$ cat config.mk
export PLATFORM = sky130hd
export DESIGN_NAME = shift_load_controller
export DESIGN_NICKNAME = d
export VERILOG_FILES = /design/src/rtl/shift_ctrl_pkg.sv /design/src/rtl/shift_load_controller.sv
export SDC_FILE = /design/constraint.sdc
export NUM_CORES = 1
export LEC_CHECK = 0
export ABC_AREA = 1
export ABC_CLOCK_PERIOD_IN_PS = 1300
export CAP_MARGIN = 30
export CORE_MARGIN = 3
export CORE_UTILIZATION = 46
export CTS_BUF_LIST = sky130_fd_sc_hd__clkbuf_4 sky130_fd_sc_hd__clkbuf_8
export DETAILED_ROUTE_END_ITERATION = 6
export PLACE_DENSITY = 0.8
export SLEW_MARGIN = 20
export SYNTH_ARGS = -nofsm -noshare
export SYNTH_HDL_FRONTEND = slang
export SYNTH_SLANG_ARGS = --single-unit
$ cat constraint.sdc
create_clock -name clk -period 1.3 [get_ports clk]
set_input_delay 0.26 -clock clk [delete_from_list [all_inputs] [get_ports clk]]
set_output_delay 0.26 -clock clk [all_outputs]
set_load 0.02 [all_outputs]
$ cat src/rtl/shift_ctrl_pkg.sv
// Shared types for the shift-register load sequencer: FSM state encoding and
// the width helper for the shifted-bit counter.
package shift_ctrl_pkg;

  typedef enum logic [1:0] {
    IDLE,
    SHIFT,
    CAPTURE
  } shift_state_t;

  // Counter must reach WIDTH-1 without wrapping; one spare value keeps the
  // width formula simple.
  function automatic int cnt_width(input int width);
    return $clog2(width + 1);
  endfunction

endpackage

$ cat src/rtl/shift_load_controller.sv
// Serializes a parallel word into a shift register, then captures its q; done
// WIDTH+1 edges after accept, start_ready low (no new word) while busy.
module shift_load_controller
  import shift_ctrl_pkg::*;
#(
  parameter int WIDTH     = 5,
  parameter int MSB_FIRST = 1
) (
  input  logic             clk,
  input  logic             reset,
  input  logic             start_valid,
  output logic             start_ready,
  input  logic [WIDTH-1:0] din,
  input  logic             abort,
  output logic             sin,
  output logic             shift_en,
  input  logic [WIDTH-1:0] q_in,
  output logic [WIDTH-1:0] data_out,
  output logic             done,
  output logic             busy
);

  localparam int CW = cnt_width(WIDTH);
  localparam logic [CW-1:0] LAST_CNT = CW'(WIDTH - 1);

  shift_state_t   state_q, state_d;
  logic [WIDTH-1:0] hold_q, hold_d;
  logic [CW-1:0]    cnt_q, cnt_d;
  logic [WIDTH-1:0] data_out_q, data_out_d;
  logic             done_q, done_d;

  always_comb begin
    state_d    = state_q;
    hold_d     = hold_q;
    cnt_d      = cnt_q;
    data_out_d = data_out_q;
    done_d     = 1'b0;

    unique case (state_q)
      IDLE: begin
        if (!abort && start_valid) begin
          hold_d  = din;
          cnt_d   = '0;
          state_d = SHIFT;
        end
      end
      SHIFT: begin
        if (abort) begin
          state_d = IDLE;
        end else begin
          // Move the next bit to be sent onto the output end of hold.
          if (MSB_FIRST != 0) hold_d = {hold_q[WIDTH-2:0], 1'b0};
          else                hold_d = {1'b0, hold_q[WIDTH-1:1]};
          cnt_d = cnt_q + CW'(1);
          if (cnt_q == LAST_CNT) state_d = CAPTURE;
        end
      end
      CAPTURE: begin
        state_d = IDLE;
        if (!abort) begin
          data_out_d = q_in;
          done_d     = 1'b1;
        end
      end
      default: state_d = IDLE;
    endcase
  end

  always_ff @(posedge clk) begin
    if (!reset) begin
      state_q    <= IDLE;
      hold_q     <= '0;
      cnt_q      <= '0;
      data_out_q <= '0;
      done_q     <= 1'b0;
    end else begin
      state_q    <= state_d;
      hold_q     <= hold_d;
      cnt_q      <= cnt_d;
      data_out_q <= data_out_d;
      done_q     <= done_d;
    end
  end

  // Moore outputs only: nothing here depends on an input port.
  assign shift_en    = (state_q == SHIFT);
  assign sin         = shift_en & ((MSB_FIRST != 0) ? hold_q[WIDTH-1] : hold_q[0]);
  assign start_ready = (state_q == IDLE);
  assign busy        = ~start_ready;
  assign data_out    = data_out_q;
  assign done        = done_q;

endmodule

==> key figures <==
Floorplanning
  • Die width: 45.9 µm
  • DIE HEIGHT: 45.9 µm
  • I/O pins: 24
  • Core box area: 0.00140 mm²
  • Core Rows: 13
  • Die area: 0.00211 mm²
  • Initial cell density of the core: 52.3%

Layout
  • Commonest non-fill, non-tap cell in the layout: nand2_1
  • Final Util: 82.7%
  • Area occupied by multi-input gates: 368 µm²
  • Most frequent cells in the layout: nand2_1, buf_4, nor2_1, dfxtp_1, clkdlybuf4s50_1
  • Fillers: 102
  • Register area: 323 µm²
  • Final instance area: 0.00116 mm²
  • Ratio of cells with drive above 1 in the final layout: 26.0%
  • Synthesis-to-layout area growth: 58.1%
  • Nets@finish: 167
  • Ant diodes: 0

CTS
  • CTS max path bufs: 2
  • Clock root buffer: clkbuf_4
  • Worst skew pair latency: 0.28 ns
  • Clock buffer count from CTS: 3
  • Sink Count: 16
  • Htree depth: 1
  • Post-CTS Hold Fix Bufs: 0
  • CTS tree: built
  • Clock transition at the registers of the reported paths: 0.10 ns

Pwr
  • Psw: 0.000267 W
  • Sequential Power Share: 49.2%
  • PnR Total Power: 0.00104 W
  • Sw Share: 25.6%
  • Combinational share of power: 19.2%
  • Clock power share: 31.6%
  • Pwr Density: 903 mW/mm²
  • P_int: 0.000778 W
  • P_leak: 0.560 nW
  • Peak VDD IR: 650 µV

Setup path
  • Worst setup path end: busy
  • Worst Reg-to-Reg Cells: 6
  • CP endpoint kind: output pin
  • Reg2reg end: data_out[2]
  • Reg-to-reg setup timing slack: 0.04 ns
  • Worst EP required: 1.04 ns
  • Worst Path Arrival: 1.04 ns
  • CP Launch Type: flop
  • CP max FO: 3
  • CP Launch Point: state_q[1]
  • CP Class: flop to output pin
  • Worst r2r src: state_q[0]

Synth
  • Mean Syn Cell Area: 6.84 µm²
  • Mux share of post-synthesis cell area: 0%
  • Synth Cell Area: 732 µm²
  • Fraction of the mapped netlist area in simple logic gates: 33.2%
  • Main combinational cell family by area after synthesis: simple AND/OR/NAND/NOR gates
  • Yosys reg bits: 16
  • Xor/xnor share of the synthesized area: 0%
  • Netlist cell types: 15
  • Mapped Nets: 123
  • Adder-Cell Fraction of Synth Area: 3.42%
  • Synthesized instance count: 107
  • Register area share after synthesis: 43.8%
  • Compound-gate portion of the synthesized area: 9.57%
  • Yosys warns: 0

STA
  • Worst Tran Pin Value: 0.281 ns
  • Relative slew slack: 81.2%
  • Final Cycle Share: 100%
  • Hold Vio Cnt, Final: 0
  • Max Slew Vio Count: 0
  • Final setup violation count: 1
  • RSZ-0062 raised after global routing: yes
  • Max Clk Rate: 0.768 GHz
  • Fin Hold WS: 0.466 ns
  • Period minus WS final: 1.30 ns
  • Final setup skew: 0.00293 ns
  • Final worst slack: -0.00199 ns

Global route
  • Largest net degree at the start of global routing: 12
  • First-pass GRT wire length: 3.04 mm
  • GRT Total Usage: 20.8%
  • Number of global-route vias before repair: 733
  • Congestion Overflow GR: 0
  • Initial antenna violation count: 0

Routing
  • Vias/cell: 5.09
  • 1st-pass router iterations: 4
  • WL final: 2.25 mm
  • ANT nets after route: 0
  • Detailed-route via count: 840
  • 1st-iter DRT viols: 32
  • DRC: 0
  • Routed len/inst: 13.6 µm

Run status
  • Violated checks: setup timing
  • Status: complete, but fails checks

Worst hold path
  • Min-delay worst type: flop to flop
  • Hold_sp: data_out[1]

Flow run
  • Max-Cap Viols: 0

Placed design
  • Post-DP HPWL: 1.40 mm
  • Placer Congestion: 0.895
  • Place WS: -0.214 ns
  • Placement Cell Area: 0.00108 mm²
  • Port bufs: 23
cell usage after synthesis:
cell type | number | area share (%)
nand4_1 | 2 | 1.7
nor3_1 | 1 | 0.68
inv_1 | 12 | 6.2
a21oi_1 | 9 | 6.2
inv_2 | 1 | 0.51
buf_6 | 1 | 1.5
nor2_4 | 1 | 1.5
buf_2 | 2 | 1.4
nor2_1 | 15 | 7.7
nand3_1 | 9 | 6.2
dfxtp_1 | 16 | 44
clkinv_1 | 1 | 0.51
o21ai_0 | 5 | 3.4
ha_1 | 2 | 3.4
nand2_1 | 30 | 15
per-stage QoR:
step / cells / setup TNS (ns)
after floorplan: 107 / 0
after detailed placement: 158 / -2.79
after global placement: 158 / -2.23
after global routing: 165 / -0.258
after CTS: 162 / -0.000455
final: 165 / -0.00199
layer usage:
layer | vias up | part of all wire, % | global-route usage, %
li1 | 424 | - | -
met1 | 387 | 44 | 22.6
met2 | 23 | 49 | 36.0
met3 | 6 | 4.7 | 5.93
met4 | 0 | 2.1 | 10.8
met5 | - | 0 | 0
worst min path at each step:
stage	end	slack, ns	depth (start not counted)
after detailed placement	data_out[3]	0.46	2
after CTS	data_out[1]	0.47	2
after global placement	data_out[2]	0.45	2
after global routing	data_out[1]	0.50	2
final	data_out[1]	0.47	2
after floorplan	state_q[1]	0.34	1
area by class of cell:
class / instances / area share (%)
flip-flops and latches: 16 / 27.9
well taps: 15 / 1.62
clock buffers: 4 / 3.14
multi-input cells: 75 / 31.8
repair buffers: 41 / 31.0
inverters: 14 / 4.54
what timing repair did:
action	CTS	global route
pin swaps	1	2
cloned	0	1
endpoints found under the setup margin	17	17
buffers inserted	0	2
resized for setup	33	8
worst max-delay path: stages, from the launching register on:
cell	delay [ns]
dfxtp_2	0.34
buf_6	0.12
nor2_4	0.13
inv_2	0.05
buf_6	0.12
logic make-up (layout without fill, tap and decap cells):
kind of cell	Yosys count	in the layout
and+or+nand+nor	58	59
buffers and inverters	17	59
DFF	16	16
AOI/OAI and AO/OA	14	14
adders and majority gates	2	2
state kept, by name, summed over array words and instances (netlist names):
register / flops
hold_q: 5
state_q: 2
cnt_q: 3
data_out: 5
done: 1
power groups by stage:
| stage | clock, W | combinational (W) | sequential (W) |
|---|---|---|---|
| after detailed placement | 0 | 0.000181 | 0.000523 |
| after global routing | 0.000362 | 0.000219 | 0.000515 |
| after floorplan | 0 | 0.0000879 | 0.000524 |
| after CTS | 0.000337 | 0.000185 | 0.000512 |
| after global placement | 0 | 0.000179 | 0.000523 |
| final | 0.000330 | 0.000200 | 0.000514 |
Power figures use the tool's default switching activity.
